**config.mk**
```make
export PLATFORM = sky130hd
export DESIGN_NAME = mmio_alarm_responder
export DESIGN_NICKNAME = d
export VERILOG_FILES = /design/src/rtl/mmio_alarm_pkg.sv /design/src/rtl/mmio_alarm_regs.sv /design/src/rtl/mmio_alarm_responder.sv
export SDC_FILE = /design/constraint.sdc
export NUM_CORES = 1
export LEC_CHECK = 0
export BUFFER_PORTS_ARGS = -buffer_cell sky130_fd_sc_hd__buf_2
export CORE_ASPECT_RATIO = 1.4
export CORE_UTILIZATION = 25
export DETAILED_ROUTE_END_ITERATION = 7
export PLACE_DENSITY = 0.51
export SETUP_SLACK_MARGIN = 0.05
export SLEW_MARGIN = 20
export SYNTH_ARGS = -nofsm -noshare
export SYNTH_HDL_FRONTEND = slang
export SYNTH_SLANG_ARGS = --single-unit
```
**constraint.sdc**
```tcl
create_clock -name clk -period 12.6 [get_ports clk]
set_clock_uncertainty 0.1 [all_clocks]
set_input_delay 3.78 -clock clk [delete_from_list [all_inputs] [get_ports clk]]
set_output_delay 3.78 -clock clk [all_outputs]
set_load 0.02 [all_outputs]
```
**src/rtl/mmio_alarm_pkg.sv**
```systemverilog
// Shared definitions for the memory-mapped equality-alarm responder:
// register offsets, CTRL bit positions, STATUS field positions and FSM states.
package mmio_alarm_pkg;

   // Register offsets from the window base (byte addresses, word aligned)
   localparam logic [31:0] OFF_CTRL   = 32'h00;
   localparam logic [31:0] OFF_CMP_A  = 32'h04;
   localparam logic [31:0] OFF_CMP_B  = 32'h08;
   localparam logic [31:0] OFF_STATUS = 32'h0C;
   localparam logic [31:0] OFF_HOLD   = 32'h10;

   // CTRL bit positions
   localparam int CTRL_ENABLE     = 0;
   localparam int CTRL_CLEAR      = 1;
   localparam int CTRL_AUTO_REARM = 2;

   // STATUS field positions
   localparam int STATUS_ALARME    = 0;
   localparam int STATUS_STATE_LSB = 1;
   localparam int STATUS_CNT_LSB   = 8;

   // Alarm FSM states; the codes are visible to software through STATUS[2:1]
   typedef enum logic [1:0] {
      ST_DISABLED = 2'd0,
      ST_ARMED    = 2'd1,
      ST_TRIPPED  = 2'd2,
      ST_LATCHED  = 2'd3
   } alarm_state_e;

endpackage

```
**src/rtl/mmio_alarm_regs.sv**
```systemverilog
// Register file of the alarm responder: window decode, combinational read mux,
// CTRL/CMP/HOLD storage and the write-only clear/disable pulses for the FSM.
//
// Bus protocol: there is no valid/ready handshake. The core presents addr every
// cycle; a store commits at the rising edge when mem_write && sel, and a load is
// answered combinationally in the same cycle through rdata (0 when !sel).
module mmio_alarm_regs
   import mmio_alarm_pkg::*;
#(
   parameter logic [31:0]       BASE_ADDR    = 32'h0000_0100,
   parameter int                HOLD_W       = 16,
   parameter logic [HOLD_W-1:0] DEFAULT_HOLD = 4
) (
   input  logic              clk,
   input  logic              rst_n,
   input  logic              mem_write,
   input  logic [31:0]       addr,
   input  logic [31:0]       wdata,
   input  logic [31:0]       status,
   output logic              sel,
   output logic [31:0]       rdata,
   output logic              enable,
   output logic              auto_rearm,
   output logic [31:0]       cmp_a,
   output logic [31:0]       cmp_b,
   output logic [HOLD_W-1:0] hold,
   output logic              clear_pulse,
   output logic              disable_pulse
);

   logic [31:0]       off;
   logic              in_win;
   logic              wr;
   logic              ctrl_wr;
   logic              en_q;
   logic              ar_q;
   logic [31:0]       cmp_a_q;
   logic [31:0]       cmp_b_q;
   logic [HOLD_W-1:0] hold_q;

   assign off     = addr - BASE_ADDR;
   assign in_win  = (addr >= BASE_ADDR) && (off <= OFF_HOLD);
   assign sel     = in_win && (addr[1:0] == 2'b00);
   assign wr      = mem_write && sel;
   assign ctrl_wr = wr && (off == OFF_CTRL);

   // clear is never stored: it only exists during the cycle of the CTRL write
   assign clear_pulse   = ctrl_wr && wdata[CTRL_CLEAR];
   assign disable_pulse = ctrl_wr && !wdata[CTRL_ENABLE];

   assign enable     = en_q;
   assign auto_rearm = ar_q;
   assign cmp_a      = cmp_a_q;
   assign cmp_b      = cmp_b_q;
   assign hold       = hold_q;

   // Commit software stores to the writable registers; STATUS is read-only
   always_ff @(posedge clk or negedge rst_n) begin
      if (!rst_n) begin
         en_q    <= 1'b0;
         ar_q    <= 1'b0;
         cmp_a_q <= '0;
         cmp_b_q <= '0;
         hold_q  <= DEFAULT_HOLD;
      end else if (wr) begin
         case (off)
            OFF_CTRL: begin
               en_q <= wdata[CTRL_ENABLE];
               ar_q <= wdata[CTRL_AUTO_REARM];
            end
            OFF_CMP_A: cmp_a_q <= wdata;
            OFF_CMP_B: cmp_b_q <= wdata;
            OFF_HOLD:  hold_q  <= wdata[HOLD_W-1:0];
            default: ;
         endcase
      end
   end

   // Single-cycle load path; unused bits and misses read as zero
   always_comb begin
      rdata = '0;
      if (sel) begin
         case (off)
            OFF_CTRL: begin
               rdata[CTRL_ENABLE]     = en_q;
               rdata[CTRL_AUTO_REARM] = ar_q;
            end
            OFF_CMP_A:  rdata = cmp_a_q;
            OFF_CMP_B:  rdata = cmp_b_q;
            OFF_STATUS: rdata = status;
            OFF_HOLD:   rdata[HOLD_W-1:0] = hold_q;
            default: ;
         endcase
      end
   end

endmodule

```
**src/rtl/mmio_alarm_responder.sv**
```systemverilog
// Memory-mapped equality alarm on the data-memory bus. Owns the trip FSM,
// the hold timer and the saturating trip counter; registers live in mmio_alarm_regs.
// The FSM state is exported to software (and to checkers) through STATUS[2:1].
module mmio_alarm_responder
   import mmio_alarm_pkg::*;
#(
   parameter logic [31:0]       BASE_ADDR    = 32'h0000_0100,
   parameter int                HOLD_W       = 16,
   parameter logic [HOLD_W-1:0] DEFAULT_HOLD = 16'd4,
   parameter int                CNT_W        = 8
) (
   input  logic        clk,
   input  logic        rst_n,
   input  logic        mem_write,
   input  logic [31:0] addr,
   input  logic [31:0] wdata,
   output logic        sel,
   output logic [31:0] rdata,
   output logic        alarme,
   output logic        alarm_pulse
);

   logic              enable;
   logic              auto_rearm;
   logic [31:0]       cmp_a;
   logic [31:0]       cmp_b;
   logic [HOLD_W-1:0] hold;
   logic              clear_pulse;
   logic              disable_pulse;
   logic [31:0]       status;

   alarm_state_e      state_q, state_nx;
   logic [HOLD_W-1:0] hold_cnt_q, hold_cnt_nx;
   logic [CNT_W-1:0]  trip_cnt_q, trip_cnt_nx;
   logic              alarme_nx;
   logic              pulse_nx;

   mmio_alarm_regs #(
      .BASE_ADDR    (BASE_ADDR),
      .HOLD_W       (HOLD_W),
      .DEFAULT_HOLD (DEFAULT_HOLD)
   ) u_regs (
      .clk           (clk),
      .rst_n         (rst_n),
      .mem_write     (mem_write),
      .addr          (addr),
      .wdata         (wdata),
      .status        (status),
      .sel           (sel),
      .rdata         (rdata),
      .enable        (enable),
      .auto_rearm    (auto_rearm),
      .cmp_a         (cmp_a),
      .cmp_b         (cmp_b),
      .hold          (hold),
      .clear_pulse   (clear_pulse),
      .disable_pulse (disable_pulse)
   );

   // Assemble the read-only STATUS word from the live FSM outputs
   always_comb begin
      status = '0;
      status[STATUS_ALARME] = alarme;
      status[STATUS_STATE_LSB +: 2] = state_q;
      status[STATUS_CNT_LSB +: CNT_W] = trip_cnt_q;
   end

   // State, timer, counter and alarm outputs all update together at the edge
   always_ff @(posedge clk or negedge rst_n) begin
      if (!rst_n) begin
         state_q     <= ST_DISABLED;
         hold_cnt_q  <= '0;
         trip_cnt_q  <= '0;
         alarme      <= 1'b0;
         alarm_pulse <= 1'b0;
      end else begin
         state_q     <= state_nx;
         hold_cnt_q  <= hold_cnt_nx;
         trip_cnt_q  <= trip_cnt_nx;
         alarme      <= alarme_nx;
         alarm_pulse <= pulse_nx;
      end
   end

   // Next state: disable beats clear, clear beats a trip; compares use pre-edge registers
   always_comb begin
      state_nx    = state_q;
      hold_cnt_nx = hold_cnt_q;
      trip_cnt_nx = trip_cnt_q;
      pulse_nx    = 1'b0;
      if (disable_pulse) begin
         state_nx    = ST_DISABLED;
         hold_cnt_nx = '0;
      end else if (clear_pulse && (state_q != ST_DISABLED)) begin
         state_nx    = ST_ARMED;
         hold_cnt_nx = '0;
      end else begin
         case (state_q)
            ST_DISABLED: begin
               if (enable) state_nx = ST_ARMED;
            end
            ST_ARMED: begin
               if (cmp_a == cmp_b) begin
                  state_nx    = ST_TRIPPED;
                  hold_cnt_nx = hold;
                  pulse_nx    = 1'b1;
                  if (trip_cnt_q != {CNT_W{1'b1}}) trip_cnt_nx = trip_cnt_q + CNT_W'(1);
               end
            end
            ST_TRIPPED: begin
               if (hold_cnt_q == '0) state_nx = ST_LATCHED;
               else                  hold_cnt_nx = hold_cnt_q - HOLD_W'(1);
            end
            ST_LATCHED: begin
               if (auto_rearm && (cmp_a != cmp_b)) state_nx = ST_ARMED;
            end
            default: state_nx = ST_DISABLED;
         endcase
      end
      alarme_nx = (state_nx == ST_TRIPPED) || (state_nx == ST_LATCHED);
   end

endmodule

```
==> Word-level counts from Yosys, hierarchy flattened <==
Cells that the tools add are included.
{ "totals": {"regBits": 110, "in_bits": 67, "elab_cells": 75} }
{ "op_classes": {"addsub": 3, "magnitude_cmp": 2, "eq_ne": 14, "n_mux": 22, "bitwise_logic": 2, "reduce_logical": 22} }
{ "op_table": {"columns": ["operator", "count"], "rows": [
  ["equality test 32 x 4 -> 1 bit, second input constant", 2],
  ["2-to-1 mux 16 bit", 4],
  ["one-hot mux 16 bit (2 select lines)", 2],
  ["one-hot mux 13 bit (4 select lines)", 1],
  ["equality test 32 x 3 -> 1 bit, second input constant", 1],
  ["equality test 32 bit", 1],
  ["equality test 32 x 5 -> 1 bit, second input constant", 1],
  ["greater-or-equal comparator 32 x 9 -> 1 bit, second input constant", 1],
  ["<= comparator 32 x 5 -> 1 bit, second input constant", 1],
  ["logical NOT 32 bit", 1],
  ["2-to-1 mux 32 bit", 1],
  ["inequality test 32 bit", 1],
  ["subtractor 32 x 9 -> 32 bit, second input constant", 1],
  ["logical NOT 16 bit", 1],
  ["subtractor 16 x 1 -> 16 bit, second input constant", 1],
  ["2-to-1 mux 2 bit", 6],
  ["one-hot mux 1 bit (5 select lines)", 2],
  ["adder 8 x 1 -> 8 bit, second input constant", 1],
  ["equality test 2 bit, second input constant", 4],
  ["logical AND 1 bit", 8],
  ["inequality test 4 bit, second input constant", 2],
  ["inequality test 8 bit, second input constant", 1],
  ["one-hot mux 2 bit (4 select lines)", 1],
  ["AND reduction 2 bit", 4],
  ["other kinds (11)", 16]
]} }

==> Logic depth before layout (Yosys ltp) <==
Gate-level depths: netlist (run 1).
{ "logic_depth": {"word_depth": 12, "ltp_mapped": 9, "depth_no_buf": 8} }

==> Modules after synthesis <==
A second synthesis (run 1) with hierarchy kept.
{ "hier_totals": {"cells_unflattened": 627, "area_unflattened_um2": 6862.8} }
{ "modules_own_cells": {"columns": ["module", "instances", "cells_each", "area_each_um2", "seq_area_each_um2"], "rows": [
  ["mmio_alarm_regs", 1, 382, 4570.6, 2053.2],
  ["mmio_alarm_responder", 1, 245, 2292.2, 700.7]
]} }

==> Least setup slack after synthesis (run 1) <==
No wires, ideal clock.
{ "synth_timing": {"path_type": "input -> output", "startpoint": "input addr[25]", "endpoint": "output rdata[16]", "arrival_time_ns": 5.629, "t_required_ns": 8.720, "path_slack_ns": 3.091, "stages": 7, "n_path_buf": 2, "cell_sequence": "nor4_1 > nand2_1 > or4_1 > clkbuf_1 > nand2b_1 > clkbuf_1 > nor2_1"} }
{ "synth_via": {"elab_chain_len": 5, "word_cells_on_any_way": 9, "classes_between": "1 x add/sub; 2 x order compare; 2 x eq/ne; 2 x mux; 2 x reduce/logical"} }
{ "synth_lines": {"columns": ["item", "line_no", "text"], "rows": [
  ["start, declared", "mmio_alarm_responder.sv:15", "input logic [31:0] addr,"],
  ["subtractor 32 x 9 -> 32 bit", "mmio_alarm_regs.sv:41", "assign off = addr - BASE_ADDR;"],
  ["<= comparator 32 x 5 -> 1 bit", "mmio_alarm_regs.sv:42", "assign in_win = (addr >= BASE_ADDR) && (off <= OFF_HOLD);"],
  ["logical AND 1 bit", "mmio_alarm_regs.sv:42", null],
  ["logical AND 1 bit", "mmio_alarm_regs.sv:43", "assign sel = in_win && (addr[1:0] == 2'b00);"],
  ["2-to-1 mux 32 bit *", "mmio_alarm_regs.sv:82", "if (sel) begin"],
  ["end, declared", "mmio_alarm_responder.sv:18", "output logic [31:0] rdata,"]
]} }
Every way passes the cells marked *; elsewhere a longest branch is shown, timed or not.

==> Worst setup path in the final report (run 1) <==
{ "layout_timing": {"startpoint": "input addr[3]", "endpoint": "output rdata[7]"} }
Same word-level chain as after synthesis.

==> results by group, run 1 <==
Place
  • HPWL after detailed placement: 13,500 um
  • Routability cong.: about 0.8
  • Port Buffer Count: 101
  • Placed Area: ~7000 um2

Clocking
  • Clk root buf: clkbuf_16
  • Number of H-tree levels: 3
  • CTS Buf Count: 9
  • Worst skew pair latency: around 360 ps
  • CTS tree: yes
  • Clk buf depth: 2
  • Post-CTS setup buffer count: 0
  • Clock-pin slew on the worst setup and hold paths: approximately 70 ps
  • Hold buffers post-CTS: 0
  • Cts repair resizes: 0
  • Clock sinks: 110

Floorplanning
  • Die area: between 20,000 and 30,000 um2
  • Die Y: 187 um
  • I/O pin cnt: ~100
  • Chip width: 134 um
  • Core box area: between 20,000 and 25,000 um2
  • Rows: 67
  • Initial Util: between 20 and 30%

Detailed routing
  • Initial DRC count: between 200 and 300
  • Vias post-DR: about 4,900
  • Routed wire length: roughly 19,000 um
  • Drt first pass iters: 5
  • Avg Vias per Cell: around 5
  • DRC Markers: 0
  • Drt wl/cell: 19.0 um
  • ANT nets after route: 0

Synthesis
  • Avg Cell Area, Syn: 10.7 um2
  • Yosys warns: 0
  • Synth top area cells: dfrtp_1 (45%), mux2_2 (17%), xor2_1 (5.6%), nor2_1 (3.9%), a22oi_1 (3.3%)
  • Ys async rst share: 100%
  • Top FF cell, synth: dfrtp_1
  • Most frequent cell after synthesis: dfrtp_1
  • Commonest cells post-synth: dfrtp_1 (109), mux2_2 (92), nor2_1 (63), xor2_1 (39)
  • Post-Syn Instances: 571
  • Register area share after synthesis: ~45%
  • #FFs+latches synth: between 100 and 150
  • Share of the synthesized area in the top cell type: 44.6%
  • Cell area after synthesis: 6120 um2
  • Net Count, Synth: ~650
  • EDFF count, synth: 0
  • Largest area contributor in the netlist: dfrtp_1
  • Netlist cell types: 64

Worst hold path
  • HP Class: reg -> reg

Setup path
  • Worst Setup End Kind: primary output
  • CP arrival: 6390 ps
  • CP Max Fanout: 17
  • Worst Setup Path Type: in -> out
  • Crit start category: primary input
  • CP Data Required Time: a little under 9000 ps

Global route
  • Global-route wire length before repair: 29,200 um
  • Initial antenna violation count: 1
  • Global route total overflow: 0
  • Number of global-route vias before repair: ~5,000
  • Largest net degree at the start of global routing: 68
  • Total GRT Usage: about 15%

Timing
  • Hold Vio Cnt, Final: 0
  • Setup TNS: 0 ps
  • Unrepaired setup endpoints after global routing: no
  • FMAX: around 0.097 GHz
  • Worst Max-Slew Pin Slew: approximately 1100 ps
  • Max-slew violations: 0
  • Max_slew headroom: around 28%
  • Fin crit share: between 80 and 90%
  • Final setup violation count: 0
  • Final worst path period need: roughly 10,000 ps

Finish
  • Fillers: between 2,000 and 3,000
  • Layout cells sized above 1: 34.7%
  • Nets: ~730
  • Finished Core Util: just over 30%
  • Final Instance Area: around 7300 um2
  • Synth-to-layout area growth: 19.1%

Power
  • Pwr dens: 95.9 nW/um2
  • Leakage: 3.46 nW
  • Overall power: about 700 uW
  • VDD IR max: between 0.06 and 0.07 mV

Flow run
  • Total of max-cap violations: 0

Outcome
  • Status: complete, no violations
## cell type report
cell class / count / area (um2) / area share [%]
Multi-Input combinational cell: 419 / 3220 / 44.1
Sequential cell: 110 / 2750 / 37.8
Clock inverter: 5 / 83.8 / 1.15
Clock buffer: 11 / 233 / 3.19
Inverter: 11 / 41.3 / 0.567
Timing Repair Buffer: 109 / 568 / 7.80
Tap cell: 310 / 388 / 5.32
Antenna cell: 1 / 2.50 / 0.0343
## worst paths after layout
path	from	endpoint	slack, ps	depth (start not counted)
worst max-delay path	addr[3]	rdata[7]	2330	6
worst min-delay path	trip_cnt_q[5]$_DFFE_PN0P_	trip_cnt_q[5]$_DFFE_PN0P_	400	1
worst max register to register	u_regs.cmp_b[5]$_DFFE_PN0P_	hold_cnt_q[4]$_DFFE_PN0P_	9490	6
worst min register to register	trip_cnt_q[5]$_DFFE_PN0P_	trip_cnt_q[5]$_DFFE_PN0P_	400	1
max in group asynchronous	rst_n	u_regs.cmp_a[6]$_DFFE_PN0P_	7760	2
min in group asynchronous	rst_n	u_regs.cmp_b[19]$_DFFE_PN0P_	3320	1
## critical path: stages
cell and delay, ps:
buf_2 360, nor2b_1 700, and2_0 870, a222oi_1 300
nor2_1 180, buf_2 180
## per-layer routing
| layer | vias up | global-route usage [%] | part of all wire, % |
|---|---|---|---|
| met5 | - | 0 | 0 |
| met4 | 0 | 5.88 | 2.1 |
| met3 | 16 | 1.95 | 3.3 |
| met2 | 128 | 26.7 | 51 |
| met1 | 2434 | 18.9 | 43 |
| li1 | 2296 | - | - |
## sequential cells by signal, summed over array words and instances, names as in the netlist
| signal | count |
|---|---|
| u_regs.cmp_a | 32 |
| u_regs.auto_rearm | 1 |
| alarm_pulse | 1 |
| alarme | 1 |
| state_q | 2 |
| hold_cnt_q | 16 |
| u_regs.cmp_b | 32 |
| u_regs.enable | 1 |
| trip_cnt_q | 8 |
| u_regs.hold | 16 |
## metrics by stage
step           setup WS (ps)  hold slack [ps]  std cells
3_5_place_dp            2270              380        959
4_1_cts                 2260              397        975
2_1_floorplan           3090              350        571
5_1_grt                 2130              435        976
3_3_place_gp            2080              377        959
6_report                2330              399        976
## where the power goes
| group | total (mW) | internal, mW | switching (mW) |
|---|---|---|---|
| registers | 0.353 | 0.353 | 0.00000000366 |
| logic | 0.0331 | 0.0111 | 0.0220 |
| clock network | 0.313 | 0.175 | 0.138 |
| total | 0.699 | 0.539 | 0.160 |
## cells by family (layout without fill, tap and decap cells)
kind of cell / Yosys count / after routing / synth area share [%]
adder cells (fa/ha/maj): 7 / 7 / 1.43
other: 0 / 1 / 0
multiplexers: 99 / 99 / 18.5
flip-flops: 110 / 110 / 45.0
buffers and inverters: 42 / 136 / 2.80
XOR/XNOR: 39 / 39 / 5.58
AO/OA/AOI/OAI: 100 / 100 / 12.1
AND/OR/NAND/NOR: 174 / 174 / 14.6
## placed cells by master (no fill, tap or decap), types with 3 or more instances in the layout
cell type  count
dfrtp_1      109
buf_2        100
mux2_2        92
nor2_1        63
xor2_1        39
nand2_1       27
a22oi_1       27
nor4_1        22
a21oi_1       18
nand3_1       15
inv_1         11
nor3_1         9
clkbuf_16      9
buf_4          9
o21ai_0        7
o31ai_1        7
ha_1           7
nand4_1        6
a222oi_1       5
mux2i_1        5
nand2b_1       4
a31oi_1        4
a211oi_1       4
a32o_1         4
or4_1          3
or3_1          3
o311ai_0       3
(Power assumes the default switching activity.)
==> inputs of run 2 (changes only) <==
--- a/config.mk
+++ b/config.mk
@@ -9,7 +9,7 @@
 export CORE_ASPECT_RATIO = 1.4
 export CORE_UTILIZATION = 25
 export DETAILED_ROUTE_END_ITERATION = 7
-export PLACE_DENSITY = 0.51
+export PLACE_DENSITY = 0.52
 export SETUP_SLACK_MARGIN = 0.05
 export SLEW_MARGIN = 20
 export SYNTH_ARGS = -nofsm -noshare
==> constraint.sdc (replaced) <==
create_clock -name clk -period 8.4 [get_ports clk]
set_clock_uncertainty 0.1 [all_clocks]
set_input_delay 2.52 -clock clk [delete_from_list [all_inputs] [get_ports clk]]
set_output_delay 2.52 -clock clk [all_outputs]
set_load 0.02 [all_outputs]
==> results by group, run 2 (synthesis gave the netlist of run 1 again) <==
Outcome
  • Status: complete, no violations

Place
  • Port Buffer Count: 101 (unchanged)
  • Routability cong.: 0.806 (+1.2%)
  • DP Cell Count: 963 (+0.42%)
  • Placed Area: 6990 um2 (+0.36%)
  • HPWL after detailed placement: 13,500 um (about the same)

Timing
  • Final setup violation count: 0 (unchanged)
  • FMAX: about 0.14 GHz
  • Worst Max-Slew Pin Slew: 1090 ps (+20.2 ps)
  • Max-slew violations: 0 (unchanged)
  • Max_slew headroom: 27.1% (-1.4 points)
  • Hold Vio Cnt, Final: 0 (unchanged)
  • Fin crit share: a little under 90%
  • Unrepaired setup endpoints after global routing: no
  • Final worst path period need: around 7300 ps
  • Setup TNS: 0 ps (unchanged)
  • Fin Hold WS: 385 ps (-14.8 ps)

Detailed routing
  • Drt wl/cell: 19.0 um (+0.16%)
  • Avg Vias per Cell: 5.02 (+0.55%)
  • Routed wire length: 18,600 um (+0.47%)
  • Drt first pass iters: 5 (unchanged)
  • Vias post-DR: 4,916 (+0.86%)
  • ANT nets after route: 0 (unchanged)
  • DRC Markers: 0 (unchanged)
  • Initial DRC count: 185 (-26%)

Power
  • Leakage: 3.50 nW (+1.3%)
  • Power Internal: 849 uW (+58%)
  • Sw Share: 22.5% (-0.38 points)
  • Part of the power in registers: 48.3% (-2.2 points)
  • Pwr dens: 149 nW/um2 (+55%)
  • Clock group share of total power: 47.0% (+2.2 points)
  • Sw power: 246 uW (+54%)
  • Gate power share: 4.7% (about the same)
  • VDD IR max: 0.0767 mV (+16%)

Worst hold path
  • Min-delay src: trip_cnt_q[7]$_DFFE_PN0P_
  • WHS Path Cells: 1 (unchanged)
  • HP Class: reg -> reg
  • Hold Path End: trip_cnt_q[7]$_DFFE_PN0P_

Clocking
  • Cts repair resizes: 0 (unchanged)
  • CTS tree: yes
  • CTS Buf Count: 9 (unchanged)
  • Clk root buf: clkbuf_16
  • Clk buf depth: 2 (unchanged)
  • Number of H-tree levels: 3 (unchanged)
  • Post-CTS setup buffer count: 0 (unchanged)
  • Clock-pin slew on the worst setup and hold paths: 70 ps (about the same)
  • Worst skew pair latency: 360 ps (about the same)
  • Hold buffers post-CTS: 0 (unchanged)
  • Clock sinks: 110 (unchanged)

Finish
  • Nets: 738 (+0.54%)
  • Layout Cells excl Fill: 979 (+0.31%)
  • Final Instance Area: 7350 um2 (+0.86%)
  • Fillers: 2,546 (-1.9%)
  • Layout cells sized above 1: 35.3% (+0.54 points)
  • Commonest non-fill, non-tap cell in the layout: dfrtp_1
  • # diodes: 0 (-1)
  • Commonest cells after routing, fill and taps aside: dfrtp_1 (109), buf_2 (100), mux2_2 (92)
  • Synth-to-layout area growth: 20.1%

Setup path
  • Reg-to-reg startpoint: u_regs.cmp_b[5]$_DFFE_PN0P_
  • Worst Setup End Kind: primary output
  • Worst Setup Path Type: in -> out
  • CP bufs+invs: 2 (unchanged)
  • Worst-path cell chain: buf_2 -> nor4_1 -> nand2_1 -> or4_1 -> nand2b_1 -> nor2_1 -> buf_2
  • Family with the most delay on the worst path: simple AND/OR/NAND/NOR gates
  • Worst Reg-to-Reg Cells: 6 (unchanged)
  • Crit-path max cell delay: 630 ps (-240 ps)
  • Slack of the worst reg-to-reg path: 5200 ps (-4290 ps)
  • CP dominant cell by count: buf_2
  • Critical Path Slowest Stage Cell: or4_1
  • CP Max Fanout: 8 (-9)
  • R2r endpoint: hold_cnt_q[3]$_DFFE_PN0P_
  • CP Data Required Time: 5780 ps (-2940 ps)
  • Crit start category: primary input
  • CP arrival: 4670 ps (-1720 ps)

Global route
  • Initial antenna violation count: 0 (-1)
  • Number of global-route vias before repair: 4,910 (-1.7%)
  • Global-route wire length before repair: 28,800 um (-1.4%)
  • Total GRT Usage: 15.2% (-0.029 points)
  • Global route total overflow: 0 (unchanged)
  • Largest net degree at the start of global routing: 62 (-8.8%)

Floorplanning
  • I/O pin cnt: 102 (unchanged)
  • Die Y: 187 um (unchanged)
  • Core box area: 24,000 um2 (unchanged)
  • Initial Util: 25.5% (unchanged)
  • Die area: 25,100 um2 (unchanged)
  • Rows: 67 (unchanged)
  • Chip width: 134 um (unchanged)

Flow run
  • Total of max-cap violations: 0 (unchanged)
-- run 2: cell types whose count changed in the layout (fill, tap and decap cells not counted), sizes merged --
| cell | delta |
|---|---|
| clkinvlp | -1 |
| bufinv | +1 |
| buf | +4 |
| clkbuf | -1 |
| inv | +1 |
| diode | -1 |
-- run 2: power groups by stage --
| stage | clock network (mW) | registers [mW] | logic [mW] |
|---|---|---|---|
| after CTS | 0.528 | 0.529 | 0.0532 |
| after global routing | 0.542 | 0.529 | 0.0581 |
| final | 0.515 | 0.529 | 0.0515 |
| after detailed placement | 0 | 0.540 | 0.0530 |
| after global placement | 0 | 0.540 | 0.0533 |
| after floorplan | 0 | 0.540 | 0.0123 |
-- run 2: worst max-delay path by stage --
| stage | cells past startpoint | slack, ps | start | to |
|---|---|---|---|---|
| after floorplan | 7 | 1410 | addr[25] | rdata[16] |
| after global placement | 7 | 1100 | addr[9] | rdata[24] |
| after detailed placement | 7 | 1020 | addr[9] | rdata[27] |
| after CTS | 7 | 1010 | addr[9] | rdata[27] |
| after global routing | 7 | 900 | addr[9] | rdata[27] |
| final | 7 | 1110 | addr[25] | rdata[27] |
-- run 2: cell type report --
class                           instances  area [um2]  share of cell area, %
Clock buffer                           10         239                   3.25
Multi-Input combinational cell        419        3210                   43.7
Clock inverter                          6         118                   1.60
Tap cell                              310         388                   5.28
Timing Repair Buffer                  113         598                   8.14
Sequential cell                       110        2750                   37.5
Inverter                               11        41.3                  0.562
-- run 2: routing by layer --
| layer | vias up | part of all wire, % | global-route usage (%) |
|---|---|---|---|
| li1 | 2312 | - | - |
| met1 | 2440 | 44 | 19.6 |
| met2 | 144 | 50 | 26.0 |
| met3 | 20 | 4.4 | 2.06 |
| met4 | 0 | 2.3 | 5.32 |
| met5 | - | 0 | 0 |
-- run 2: worst reg2reg max path, cell delays in order, from the launching register on --
cell and delay, ps:
dfrtp_1 410, xor2_1 240, nor4_1 660, nand4_1 250, o21ai_1 900, nand2_1 250
o31ai_1 290
-- run 2: stage by stage --
stage                     setup WS (ps)  utilization (%)  total power [mW]
after floorplan                    1410                -             0.552
after global placement             1100             29.2             0.593
after CTS                          1010             30.6              1.11
after detailed placement           1020             29.2             0.593
after global routing                903             30.6              1.13
final                              1110             30.6              1.10
